$ cat src/rtl/ifetch_if.sv
// Bundle of the fetch-address, instruction-memory and instruction-delivery
// signals between ifetch_unit (master) and its environment (slave).
interface ifetch_if #(
  parameter int CNT_W = 16
);
  logic [31:0]      addr_in;
  logic             addr_valid;
  logic             addr_ready;
  logic             flush;
  logic [31:0]      mem_addr;
  logic             mem_rd;
  logic             mem_ack;
  logic [31:0]      mem_data;
  logic [31:0]      instr;
  logic [31:0]      instr_addr;
  logic             instr_valid;
  logic             instr_ready;
  logic             err_align;
  logic             err_timeout;
  logic [CNT_W-1:0] fetch_cnt;

  modport master (
    input  addr_in, addr_valid, flush, mem_ack, mem_data, instr_ready,
    output addr_ready, mem_addr, mem_rd, instr, instr_addr, instr_valid,
           err_align, err_timeout, fetch_cnt
  );

  modport slave (
    output addr_in, addr_valid, flush, mem_ack, mem_data, instr_ready,
    input  addr_ready, mem_addr, mem_rd, instr, instr_addr, instr_valid,
           err_align, err_timeout, fetch_cnt
  );
endinterface

$ cat src/rtl/ifetch_unit.sv
// Single-entry instruction fetch unit: accepts a PC, issues one memory read,
// holds the returned word until consumed; handles misalignment, timeout, flush.
module ifetch_unit #(
  parameter int TIMEOUT = 16,
  parameter int CNT_W   = 16
) (
  input logic      i_clk,
  input logic      i_rst,
  ifetch_if.master bus
);

  typedef enum logic [1:0] {S_IDLE, S_BUSY, S_FULL} state_t;

  localparam logic [7:0] TLAST = 8'(TIMEOUT - 1);

  state_t           r_state;
  state_t           w_next;
  logic [31:0]      r_addr;
  logic [31:0]      r_instr;
  logic [31:0]      r_instr_addr;
  logic [7:0]       r_tcnt;
  logic [CNT_W-1:0] r_cnt;
  logic             r_err_align;
  logic             r_err_to;
  logic             w_ready;
  logic             w_accept;
  logic             w_aligned;
  logic             w_busy_wait;

  assign w_accept    = bus.addr_valid && w_ready;
  assign w_aligned   = (bus.addr_in[1:0] == 2'b00);
  assign w_busy_wait = (r_state == S_BUSY) && !bus.flush && !bus.mem_ack;

  // state register
  always_ff @(posedge i_clk or posedge i_rst) begin
    if (i_rst) r_state <= S_IDLE;
    else       r_state <= w_next;
  end

  // next-state logic
  always_comb begin
    w_next = r_state;
    if (bus.flush) begin
      w_next = S_IDLE;
    end else begin
      case (r_state)
        S_IDLE: if (w_accept) w_next = w_aligned ? S_BUSY : S_IDLE;
        S_BUSY: begin
          if (bus.mem_ack)          w_next = S_FULL;
          else if (r_tcnt == TLAST) w_next = S_IDLE;
        end
        S_FULL: if (bus.instr_ready) w_next = (w_accept && w_aligned) ? S_BUSY : S_IDLE;
        default: w_next = S_IDLE;
      endcase
    end
  end

  // state-decoded outputs; ADDR_READY drops combinationally under flush or reset
  always_comb begin
    w_ready         = ((r_state == S_IDLE) || ((r_state == S_FULL) && bus.instr_ready))
                      && !bus.flush && !i_rst;
    bus.addr_ready  = w_ready;
    bus.mem_rd      = (r_state == S_BUSY);
    bus.instr_valid = (r_state == S_FULL);
  end

  // address latch, timeout counter, captured word, error pulses, fetch count
  always_ff @(posedge i_clk or posedge i_rst) begin
    if (i_rst) begin
      r_addr       <= '0;
      r_instr      <= '0;
      r_instr_addr <= '0;
      r_tcnt       <= '0;
      r_cnt        <= '0;
      r_err_align  <= 1'b0;
      r_err_to     <= 1'b0;
    end else begin
      r_err_align <= w_accept && !w_aligned;
      r_err_to    <= w_busy_wait && (r_tcnt == TLAST);
      if (bus.flush) begin
        r_tcnt <= '0;
      end else if (w_accept && w_aligned) begin
        r_addr <= bus.addr_in;
        r_tcnt <= '0;
      end else if (w_busy_wait) begin
        r_tcnt <= (r_tcnt == TLAST) ? 8'd0 : r_tcnt + 8'd1;
      end
      // a coincident flush discards the response
      if ((r_state == S_BUSY) && bus.mem_ack && !bus.flush) begin
        r_instr      <= bus.mem_data;
        r_instr_addr <= r_addr;
        r_cnt        <= r_cnt + 1'b1;
      end
    end
  end

  assign bus.mem_addr    = r_addr;
  assign bus.instr       = r_instr;
  assign bus.instr_addr  = r_instr_addr;
  assign bus.err_align   = r_err_align;
  assign bus.err_timeout = r_err_to;
  assign bus.fetch_cnt   = r_cnt;

endmodule

$ cat src/flat_wrapper.sv
// flat-port wrapper written by rule: the top's interface ports become plain ports
module ifetch_unit_flat 
#(
  parameter int TIMEOUT = 16,
  parameter int CNT_W   = 16
)
  (i_clk, i_rst, bus_addr_in, bus_addr_valid, bus_flush, bus_mem_ack, bus_mem_data, bus_instr_ready, bus_addr_ready, bus_mem_addr, bus_mem_rd, bus_instr, bus_instr_addr, bus_instr_valid, bus_err_align, bus_err_timeout, bus_fetch_cnt);
  ifetch_if #(.CNT_W(CNT_W)) bus_i ();
  input logic i_clk;
  input logic i_rst;
  input wire logic [$bits(bus_i.addr_in)-1:0] bus_addr_in;
  input wire logic [$bits(bus_i.addr_valid)-1:0] bus_addr_valid;
  input wire logic [$bits(bus_i.flush)-1:0] bus_flush;
  input wire logic [$bits(bus_i.mem_ack)-1:0] bus_mem_ack;
  input wire logic [$bits(bus_i.mem_data)-1:0] bus_mem_data;
  input wire logic [$bits(bus_i.instr_ready)-1:0] bus_instr_ready;
  output wire logic [$bits(bus_i.addr_ready)-1:0] bus_addr_ready;
  output wire logic [$bits(bus_i.mem_addr)-1:0] bus_mem_addr;
  output wire logic [$bits(bus_i.mem_rd)-1:0] bus_mem_rd;
  output wire logic [$bits(bus_i.instr)-1:0] bus_instr;
  output wire logic [$bits(bus_i.instr_addr)-1:0] bus_instr_addr;
  output wire logic [$bits(bus_i.instr_valid)-1:0] bus_instr_valid;
  output wire logic [$bits(bus_i.err_align)-1:0] bus_err_align;
  output wire logic [$bits(bus_i.err_timeout)-1:0] bus_err_timeout;
  output wire logic [$bits(bus_i.fetch_cnt)-1:0] bus_fetch_cnt;
  assign bus_i.addr_in = bus_addr_in;
  assign bus_i.addr_valid = bus_addr_valid;
  assign bus_i.flush = bus_flush;
  assign bus_i.mem_ack = bus_mem_ack;
  assign bus_i.mem_data = bus_mem_data;
  assign bus_i.instr_ready = bus_instr_ready;
  assign bus_addr_ready = bus_i.addr_ready;
  assign bus_mem_addr = bus_i.mem_addr;
  assign bus_mem_rd = bus_i.mem_rd;
  assign bus_instr = bus_i.instr;
  assign bus_instr_addr = bus_i.instr_addr;
  assign bus_instr_valid = bus_i.instr_valid;
  assign bus_err_align = bus_i.err_align;
  assign bus_err_timeout = bus_i.err_timeout;
  assign bus_fetch_cnt = bus_i.fetch_cnt;
  ifetch_unit #(.TIMEOUT(TIMEOUT), .CNT_W(CNT_W)) u_core (.i_clk(i_clk), .i_rst(i_rst), .bus(bus_i));
endmodule
$ cat config.mk
export PLATFORM = sky130hd
export DESIGN_NAME = ifetch_unit_flat
export DESIGN_NICKNAME = d
export VERILOG_FILES = /design/src/rtl/ifetch_if.sv /design/src/rtl/ifetch_unit.sv /design/src/flat_wrapper.sv
export SDC_FILE = /design/constraint.sdc
export NUM_CORES = 1
export LEC_CHECK = 0
export CORE_MARGIN = 2
export CORE_UTILIZATION = 49
export CTS_BUF_LIST = sky130_fd_sc_hd__clkbuf_8
export DETAILED_ROUTE_END_ITERATION = 12
export PLACE_DENSITY = 0.88
export SLEW_MARGIN = 20
export SYNTH_ARGS = -nofsm -noshare
export SYNTH_HDL_FRONTEND = slang
export SYNTH_SLANG_ARGS = --single-unit
$ cat constraint.sdc
create_clock -name i_clk -period 12.2 [get_ports i_clk]
set_clock_uncertainty 0.15 [all_clocks]
set_input_delay 2.44 -clock i_clk [delete_from_list [all_inputs] [get_ports i_clk]]
set_output_delay 2.44 -clock i_clk [all_outputs]
set_load 0.02 [all_outputs]
After elaboration in Yosys (flattened, before gate mapping)
Index checks and enable logic that the tools add are counted.
{ "totals": {"ramBits": 0, "reg_bits": 124, "in_bits": 70, "output_inout_bits": 117, "mem_bits_ro": 0, "n_memories": 0, "latch_bits": 0} }
{ "classes": {"mul": 0, "n_mux": 12, "n_div": 0, "shift": 0, "addsub": 2, "reduce_logical": 21, "bitwise": 1, "n_eq_ne": 6, "order_cmp": 0} }
{ "ops": {"columns": ["operator", "n"], "rows": [
  ["two-way mux 8 bit", 4],
  ["adder 16 x 1 -> 16 bit, second input constant", 1],
  ["logical AND 1 bit", 11],
  ["two-way mux 2 bit", 5],
  ["adder 8 x 1 -> 8 bit, second input constant", 1],
  ["== test 8 x 4 -> 1 bit, second input constant", 1],
  ["case mux 2 bit (3 select lines)", 1],
  ["logical NOT 1 bit", 4],
  ["logical NOT 2 bit", 2],
  ["!= test 4 x 3 -> 1 bit, second input constant", 1],
  ["!= test 3 x 2 -> 1 bit, second input constant", 1],
  ["!= test 3 bit, second input constant", 1],
  ["AND reduction 3 bit", 1],
  ["nonzero test 3 bit", 1],
  ["== test 2 x 1 -> 1 bit, second input constant", 1],
  ["== test 2 bit, second input constant", 1],
  ["two-way mux 1 bit", 2],
  ["AND reduction 2 bit", 1],
  ["logical OR 1 bit", 1],
  ["inverter 1 bit", 1]
]} }

Depth between registers and ports, before layout
Gate-level depths: netlist of run 1.
{ "depth": {"ltp_word": 11, "ltp_mapped": 6, "ltp_nobuf": 5} }

Least setup slack after synthesis of run 1
Ideal clock, no wire load.
{ "synth_timing": {"path_kind": "input to output", "startpoint": "input port bus_instr_ready", "endpoint": "output port bus_addr_ready", "setup_slack_ns": 6.219, "required_time_ns": 9.610, "path_stages": 2, "arrival_time_ns": 3.391, "path_cell_list": "nand2b_1 -> nor4b_1"} }
{ "synth_via": {"elab_chain_len": 4} }
{ "synth_lines": {"columns": ["element", "line", "source"], "rows": [
  ["start, declared", "flat_wrapper.sv:16", "input wire logic [$bits(bus_i.instr_ready)-1:0] bus_instr_ready;"],
  ["logical AND 1 bit", "ifetch_unit.sv:60", "w_ready = ((r_state == S_IDLE) || ((r_state == S_FULL) && bus.instr_ready))"],
  ["logical OR 1 bit", "ifetch_unit.sv:60", null],
  ["logical AND 1 bit (2 in series)", "ifetch_unit.sv:61", "&& !bus.flush && !i_rst;"],
  ["end, declared", "flat_wrapper.sv:17", "output wire logic [$bits(bus_i.addr_ready)-1:0] bus_addr_ready;"]
]} }
Every way passes these cells.

Worst setup path after layout of run 1
{ "layout_timing": {"startpoint": "input port bus_flush", "endpoint": "output port bus_addr_ready"} }
{ "layout_via": {"elab_chain_len": 3} }
{ "layout_lines": {"columns": ["element", "line", "source"], "rows": [
  ["start, declared", "flat_wrapper.sv:13", "input wire logic [$bits(bus_i.flush)-1:0] bus_flush;"],
  ["logical NOT 1 bit", "ifetch_unit.sv:61", null],
  ["logical AND 1 bit (2 in series)", "ifetch_unit.sv:61", null]
]} }
Every way passes these cells.

==> results of run 1 <==
==> worst max-delay path by stage <==
stage / end / slack (ns) / cells past startpoint
3_5_place_dp: bus_addr_ready / 5.16 / 3
2_1_floorplan: bus_addr_ready / 6.22 / 2
5_1_grt: bus_addr_ready / 5.08 / 3
4_1_cts: bus_addr_ready / 5.18 / 3
3_3_place_gp: bus_addr_ready / 5.33 / 3
6_report: bus_addr_ready / 5.15 / 3
==> area by class of cell <==
class	count	area, um^2	area share, %
clock buffer	20	275	3.73
inverter	1	6.26	0.0848
tap	133	166	2.26
sequential	124	3100	42.1
multi-input combinational	387	1750	23.7
timing repair buffer	192	1910	25.9
clock inverter	12	170	2.31
==> where the power goes <==
group          switching, mW  total (mW)  internal (mW)
clock network          0.156       0.394          0.238
registers             0.0366       0.501          0.464
logic                  0.137       0.266          0.129
total                  0.329        1.16          0.831
==> cells by family after synthesis <==
logic type	after synthesis
buf+inv	26
flops	124
simple gates	354
xor+xnor	16
compound gates	13
fa+ha+maj	2
mux	2
==> metal layers <==
layer  wire [um]  part of all wire, %  vias up
met1        5280                   40     2136
met3         895                  6.7       19
met5           0                    0        -
li1            -                    -     2058
met2        6870                   52      196
met4         227                  1.7        0
==> stage by stage <==
step	hold WS, ns	setup slack, ns	area, um^2	total power, mW	utilization, %
6_report	0.321	5.15	7380	1.16	75.5
5_1_grt	0.339	5.08	7380	1.21	75.5
4_1_cts	0.325	5.18	7370	1.17	75.4
3_5_place_dp	0.312	5.16	6930	0.775	70.9
3_3_place_gp	0.306	5.33	6930	0.765	70.9
2_1_floorplan	0.408	6.22	4920	0.619	-
==> flip-flops by register name, indices dropped and copies added, names as in the netlist <==
register	flops
u_core.bus.mem_addr	32
u_core.bus.fetch_cnt	16
u_core.bus.instr	32
u_core.bus.err_align	1
u_core.r_tcnt	8
u_core.bus.instr_addr	32
u_core.bus.err_timeout	1
u_core.r_state	2
==> layout by cell type (no fill, tap or decap), drive strengths merged <==
master         count
nor2               6
nor3              11
nor4b              2
nor4bb             1
and2               2
or3b               1
a41o               1
clkdlybuf4s50    186
clkinv             4
nand2            302
xor2               6
nand4bb            1
dfrtp            124
a21oi              3
o21a               1
a211oi             2
and2b              1
mux2               1
and4               1
xnor2             10
ha                 2
nor3b              1
nand3              5
a31oi              4
or3                3
mux2i              1
or2                2
or4                1
nor2b              1
and3               3
o21ai              2
inv                3
buf                6
clkbuf            20
nor4               2
bufinv             4
nand4              6
clkinvlp           2
nand2b             2
==> impl_results.md, run 1 <==
* Status: finished, final reports clean
* Core Area at 0.00977 mm^2
* Via count at 4,409
* I/O pin count at 187
* Hold-fix buffers, CTS at 0
* Pwr per Cell Area at 157 mW/mm^2
* Largest family of logic cells by synthesized area: simple AND/OR/NAND/NOR gates
* TritonCTS buffer count at 17
* Yosys warning count at 0
* Global route overflow at 0
* Met1 usage at 30.3%
* Post-CTS setup buffers at 0
* Worst Setup End Kind: output port
* First-pass GRT wire length at 21,700 um
* Synth Instances at 537
* Largest net degree at the start of global routing at 92
* Synth top area share at 63.0%
* Worst path arrival time at 4.46 ns
* Post-route DRC at 0
* Predominant post-synthesis flop cell: dfrtp_1
* Slew at the pin closest to its max-slew limit at 0.883 ns
* Avg Cell Area, Syn at 9.17 um^2
* Maximum clock insertion buffer count at 2
* Vias in the first global route at 4,405
* Drt first pass iters at 5
* Static Leakage at 3.60 nW
* Number of synthesized flops with an enable pin at 0
* Xor and xnor area share after synthesis at 2.85%
* Hold path cells at 1
* CP max-delay cell: clkdlybuf4s50_1
* Share of post-route cells with drive strength above 1 at 5.57%
* Root Buffer: clkbuf_8
* Most Frequent Cell on Critical Path: clkdlybuf4s50_1
* Synthesized Nets at 609
* CP Class: input pin to output port
* Crit path cell chain: clkdlybuf4s50_1 -> nor4b_1 -> clkdlybuf4s50_1
* Final Hold Viols at 0
* Min-Delay Path Class: flip-flop to flip-flop
* Fill cells at 700
* Asr flop ratio synth at 100%
* Post-synth top cells: nand2_1, dfrtp_1, clkbuf_1, nor3_1, xnor2_1
* Max-slew violations at 0
* Unrepaired setup endpoints after global routing: false
* Worst Setup SP: bus_flush
* Layout area overhead at 49.9%
* Vias per Instance at 5.07
* Crit-path max FO at 15
* Worst reg2reg startpoint: u_core.r_state[0]$_DFFE_PP0P_
* Synth area leaders: dfrtp_1, nand2_1, xnor2_1
* Clock-pin slew on the worst setup and hold paths at 0.06 ns
* Simple-Gate Fraction of Synth Area at 29.4%
* Startpoint types: input pin
* PortBufs at 186
* Die X at 104 um
* R2R depth at 5
* Distinct cells, synth at 36
* Initial antenna violation count at 0
* H-tree levels at 4
* Met2 usage at 43.6%
* # placed instances at 837
* Worst EP required at 9.61 ns
* CTS tree: done
* Slew HR at 41.0%
* Area share of fa/ha/maj cells after synthesis at 0.508%
* DRT antenna net count at 0
* Fmax at 142 MHz
* Compound-Gate Fraction of Synth Area at 1.68%
* Hold wc startpoint: u_core.bus.fetch_cnt[15]$_DFFE_PP0P_
* NumNets Final at 795
* Clk_lat worst skew at 0.42 ns
* Mux cell area share after synthesis at 0.432%
* Met3 GRT Util at 7.21%
* Largest stage delay, worst path at 0.72 ns
* CP bufs+invs at 2
* Most common cell in the netlist: nand2_1
* Minimum clock period at 7.05 ns
* 1st-iter DRT viols at 223
* Routed Wire Length at 13,300 um
* Register area share after synthesis at 63.0%
* Chip Height at 104 um
* Gp weighted congestion at 0.859
* Mapped cell area at 0.00492 mm^2
* Max VDD drop at 0.0938 mV
* Top cell type by total area after synthesis: dfrtp_1
* Post-DP HPWL at 9070 um
* Resized Gates After CTS at 0
* Max-Cap Viols at 0
* Ant. Diodes at 0
* Initial cell density of the core at 50.4%
* CTS sink count at 124
* Final setup viols at 0
* R2R Path End: u_core.bus.mem_addr[15]$_DFFE_PP0P_
* Worst reg-to-reg setup slack at 9.98 ns
* Cell family with the largest share of critical-path delay: buffers and inverters
* Layer with the highest usage: met2
* DIE AREA at 0.0109 mm^2
* FP Rows at 36
* Wirelength per Cell at 15.3 um
* Synthesized flop and latch total at 124
* Part of the cycle the worst path needs at 57.8%
* Total negative slack at 0 ns
* Global router's overall resource usage at 25.3%
* Post-Layout Cell Count at 869
* Hold EP: u_core.bus.fetch_cnt[15]$_DFFE_PP0P_
Note: power is estimated with default switching activity, not from simulation.
==> run 2: changes to the inputs <==
- CORE_UTILIZATION: 49 -> 45
- PLACE_DENSITY: 0.88 -> 0.82
- clock period: 12.2 -> 7.2 ns (I/O delays scaled with it)
==> impl_results.md, run 2 (same netlist as run 1, synthesis figures left out) <==
* Fmax at 202 MHz
* Share of post-route cells with drive strength above 1 at 5.59%
* Vias per Instance at 4.92
* Initial antenna violation count at 0
* Die X at 109 um
* Slew at the pin closest to its max-slew limit at 1.03 ns
* Sw Ratio at 28.9%
* DP Area at 0.00692 mm^2
* CTS tree: done
* Post-Layout Cell Count at 874
* Most common cell after layout, fill and taps aside: nand2_1
* Global route overflow at 0
* 1st-iter DRT viols at 288
* Clock-pin slew on the worst setup and hold paths at 0.07 ns
* Post-route DRC at 0
* Static Leakage at 3.58 nW
* Hold wc startpoint: u_core.bus.instr_addr[17]$_DFFE_PP0P_
* Via count at 4,301
* Post-route cell area at 0.00735 mm^2
* Layout area overhead at 49.4%
* Clock power frac at 32.8%
* NumNets Final at 794
* Worst reg-to-reg setup slack at 4.46 ns
* Chip Height at 109 um
* CP Class: input pin to output port
* Post-DP HPWL at 8790 um
* Initial cell density of the core at 45.8%
* Global router's overall resource usage at 22.3%
* Top sig layer: met4
* Ant. Diodes at 0
* Comb pwr share at 23.1%
* Final worst setup slack at 2.26 ns
* Unrepaired setup endpoints after global routing: false
* Post-CTS setup buffers at 0
* R2R depth at 4
* PortBufs at 186
* Core Area at 0.0107 mm^2
* Maximum clock insertion buffer count at 2
* Gp weighted congestion at 0.803
* Hold-fix buffers, CTS at 0
* FP Rows at 38
* Final Hold Viols at 0
* Pwr per Cell Area at 262 mW/mm^2
* TritonCTS buffer count at 17
* Resized Gates After CTS at 0
* Root Buffer: clkbuf_8
* Max VDD drop at 0.165 mV
* Largest net degree at the start of global routing at 81
* NetSw at 0.557 mW
* Clk_lat worst skew at 0.42 ns
* Worst reg2reg startpoint: u_core.r_state[1]$_DFFE_PP0P_
* Most Frequent Cell on Critical Path: clkdlybuf4s50_1
* Hold EP: u_core.bus.instr_addr[17]$_DFFE_PP0P_
* CP max-delay cell: clkdlybuf4s50_1
* Worst Setup End Kind: output port
* Startpoint types: input pin
* Min-Delay Path Class: flip-flop to flip-flop
* Slew HR at 31.3%
* Pint at 1.37 mW
* Crit path cell chain: clkdlybuf4s50_1 -> nor4b_1 -> clkdlybuf4s50_1
* Max-Cap Viols at 0
* Sequential power share at 44.1%
* Met3 routed WL at 897 um
* Minimum clock period at 4.94 ns
* Metal-1 WL at 5230 um
* CTS sink count at 124
* First-pass GRT wire length at 20,200 um
* Part of the cycle the worst path needs at 68.7%
* # placed instances at 842
* Max-slew violations at 0
* Crit-path max FO at 15
* Total negative slack at 0 ns
* DRT antenna net count at 0
* Drt first pass iters at 4
* Fill cells at 862
* Routed Wire Length at 12,800 um
* H-tree levels at 4
* Final setup viols at 0
* Finished Core Util at 68.4%
* Wirelength per Cell at 14.6 um
* Total power at 1.93 mW
* Vias in the first global route at 4,300
* Worst path arrival time at 3.35 ns
* Hold path cells at 2
* R2R Path End: u_core.bus.fetch_cnt[15]$_DFFE_PP0P_
* Worst EP required at 5.61 ns
* Place WS at 2.27 ns
* Status: finished, final reports clean
* Worst hold slack at 0.325 ns
* Most frequent cells in the layout: nand2_1, clkdlybuf4s50_1, dfrtp_1
* Largest stage delay, worst path at 0.71 ns
* DIE AREA at 0.0118 mm^2
* Met2 WL post-DR at 6200 um
* I/O pin count at 187
-- run 2: worst max-delay path: cells and delay by family --
| family | cells | cell delay [ns] |
|---|---|---|
| simple gates | 1 | 0.52 |
| buf+inv | 2 | 1.39 |
-- run 2: final cells by class --
type	count	area, um^2	share of cell area, %
Tap cell	140	175	2.38
Inverter	1	6.26	0.0851
Sequential cell	124	3100	42.2
Clock buffer	20	275	3.74
Clock inverter	11	143	1.94
Multi-Input combinational cell	387	1750	23.7
Timing Repair Buffer	191	1910	25.9
-- run 2: layer usage --
metal | vias up | global-route usage (%)
met5 | - | 0
met4 | 0 | 10.9
met3 | 34 | 6.87
met2 | 170 | 36.6
met1 | 2039 | 26.5
li1 | 2058 | -
-- run 2: how the worst max path moves through the flow --
stage          startpoint                        endpoint  slack, ns  cells after the start
4_1_cts         bus_flush                  bus_addr_ready       2.28                      3
3_3_place_gp    bus_flush                  bus_addr_ready       2.30                      3
5_1_grt         bus_flush                  bus_addr_ready       2.14                      3
3_5_place_dp    bus_flush                  bus_addr_ready       2.27                      3
6_report        bus_flush                  bus_addr_ready       2.26                      3
2_1_floorplan       i_rst  u_core.bus.err_align$_DFF_PP0_       2.31                      1
-- run 2: power by group through the flow --
stage / registers, mW / clock network (mW) / logic, mW
floorplan: 0.965 / 0 / 0.0849
global placement: 0.856 / 0 / 0.441
detailed placement: 0.861 / 0 / 0.449
CTS: 0.850 / 0.648 / 0.452
global route: 0.860 / 0.679 / 0.480
finish: 0.850 / 0.632 / 0.446
==> run 3: changes to the inputs <==
- CORE_UTILIZATION: 45 -> 41
- PLACE_DENSITY: 0.82 -> 0.78
- clock period: 7.2 -> 4.1 ns (I/O delays scaled with it)
==> impl_results.md, run 3 (same netlist as run 1, synthesis figures left out) <==
* Final setup viols at 0
* NetSw at 0.957 mW
* Slew HR at 40.3%
* Max-Cap Viols at 0
* Clock power frac at 32.5%
* Ant. Diodes at 0
* Post-Layout Cell Count at 884
* Min-Delay Path Class: flip-flop to flip-flop
* Post-CTS setup buffers at 0
* Wirelength per Cell at 14.3 um
* Total negative slack at 0 ns
* Finished Core Util at 62.2%
* Gp weighted congestion at 0.826
* Minimum clock period at 3.44 ns
* Share of post-route cells with drive strength above 1 at 5.43%
* Chip Height at 114 um
* Fmax at 291 MHz
* Clock-pin slew on the worst setup and hold paths at 0.06 ns
* CP Class: input pin to output port
* CP max-delay cell: clkdlybuf4s50_1
* Startpoint types: input pin
* Final Hold Viols at 0
* Core Area at 0.0119 mm^2
* Die X at 114 um
* Unrepaired setup endpoints after global routing: false
* Status: finished, final reports clean
* Part of the cycle the worst path needs at 83.9%
* H-tree levels at 4
* Worst path arrival time at 2.47 ns
* Post-DP HPWL at 8730 um
* Routed Wire Length at 12,600 um
* Largest net degree at the start of global routing at 125
* Post-route DRC at 0
* Maximum clock insertion buffer count at 2
* Pint at 2.42 mW
* Root Buffer: clkbuf_8
* Final worst setup slack at 0.659 ns
* Hold wc startpoint: u_core.bus.instr_addr[18]$_DFFE_PP0P_
* Drt first pass iters at 4
* Initial antenna violation count at 0
* Clk_lat worst skew at 0.44 ns
* CTS tree: done
* Largest stage delay, worst path at 0.67 ns
* Comb pwr share at 23.3%
* Max VDD drop at 0.243 mV
* Worst Setup End Kind: output port
* Static Leakage at 3.61 nW
* # placed instances at 852
* CTS sink count at 124
* Global router's overall resource usage at 20.5%
* TritonCTS buffer count at 17
* DIE AREA at 0.0129 mm^2
* Crit-path max FO at 5
* Most common cell after layout, fill and taps aside: nand2_1
* Most frequent cells in the layout: nand2_1, clkdlybuf4s50_1, dfrtp_1
* I/O pin count at 187
* NumNets Final at 796
* Worst EP required at 3.13 ns
* Sw Ratio at 28.3%
* Pwr per Cell Area at 457 mW/mm^2
* Hold-fix buffers, CTS at 0
* FP Rows at 40
* Vias in the first global route at 4,398
* Worst reg2reg startpoint: u_core.r_state[0]$_DFFE_PP0P_
* Sequential power share at 44.2%
* Layout area overhead at 50.0%
* First-pass GRT wire length at 20,800 um
* Initial cell density of the core at 41.5%
* 1st-iter DRT viols at 279
* Max-slew violations at 0
* Via count at 4,272
* PortBufs at 186
* Crit path cell chain: clkdlybuf4s50_1 -> nand2b_1 -> nor4b_1 -> clkdlybuf4s50_1
* Place WS at 0.664 ns
* Slew at the pin closest to its max-slew limit at 0.893 ns
* Global route overflow at 0
* Resized Gates After CTS at 0
* Most Frequent Cell on Critical Path: clkdlybuf4s50_1
* Vias per Instance at 4.83
* Worst Setup SP: bus_instr_ready
* DRT antenna net count at 0
## run 3: power groups by stage
| stage | registers [mW] | logic, mW | clock network [mW] |
|---|---|---|---|
| finish | 1.49 | 0.787 | 1.10 |
| floorplan | 1.69 | 0.149 | 0 |
| global placement | 1.51 | 0.778 | 0 |
| CTS | 1.49 | 0.797 | 1.13 |
| detailed placement | 1.51 | 0.792 | 0 |
| global route | 1.51 | 0.848 | 1.19 |
## run 3: per-layer routing
metal | track usage (%) | up-vias | routed length (um)
met1 | 25.2 | 2033 | 5180
met2 | 33.1 | 156 | 6180
met5 | 0 | - | 0
li1 | - | 2059 | -
met3 | 7.01 | 24 | 930
met4 | 9.19 | 0 | 321
## run 3: stage by stage
| stage | power, mW | hold slack (ns) | cell area, um^2 |
|---|---|---|---|
| 2_1_floorplan | 1.84 | 0.408 | 4930 |
| 3_3_place_gp | 2.28 | 0.306 | 6970 |
| 3_5_place_dp | 2.31 | 0.311 | 6970 |
| 4_1_cts | 3.42 | 0.328 | 7380 |
| 5_1_grt | 3.55 | 0.351 | 7380 |
| 6_report | 3.38 | 0.322 | 7380 |
## run 3: path summary, 6_finish.rpt
kind | endpoint | slack [ns] | depth (start not counted)
min in group asynchronous | u_core.bus.mem_addr[8]$_DFFE_PP0P_ | 0.83 | 3
setup / recovery | bus_addr_ready | 0.66 | 4
setup reg to reg | u_core.bus.fetch_cnt[5]$_DFFE_PP0P_ | 1.97 | 5
hold / removal | u_core.bus.instr_addr[18]$_DFFE_PP0P_ | 0.32 | 2
max in group asynchronous | u_core.bus.fetch_cnt[7]$_DFFE_PP0P_ | 2.47 | 3
hold reg to reg | u_core.bus.instr_addr[18]$_DFFE_PP0P_ | 0.32 | 2
## run 3: cell type report
type | instances | area (um^2)
Tap cell | 147 | 184
Timing Repair Buffer | 193 | 1930
Sequential cell | 124 | 3100
Fill cell | 1026 | 4480
Multi-Input combinational cell | 387 | 1750
Inverter | 1 | 7.51
Clock buffer | 21 | 289
Clock inverter | 11 | 125
## run 3: critical path: cells and delay by family
| family | cells | cell delay, ns |
|---|---|---|
| buffers and inverters | 2 | 1.13 |
| AND/OR/NAND/NOR | 2 | 0.51 |
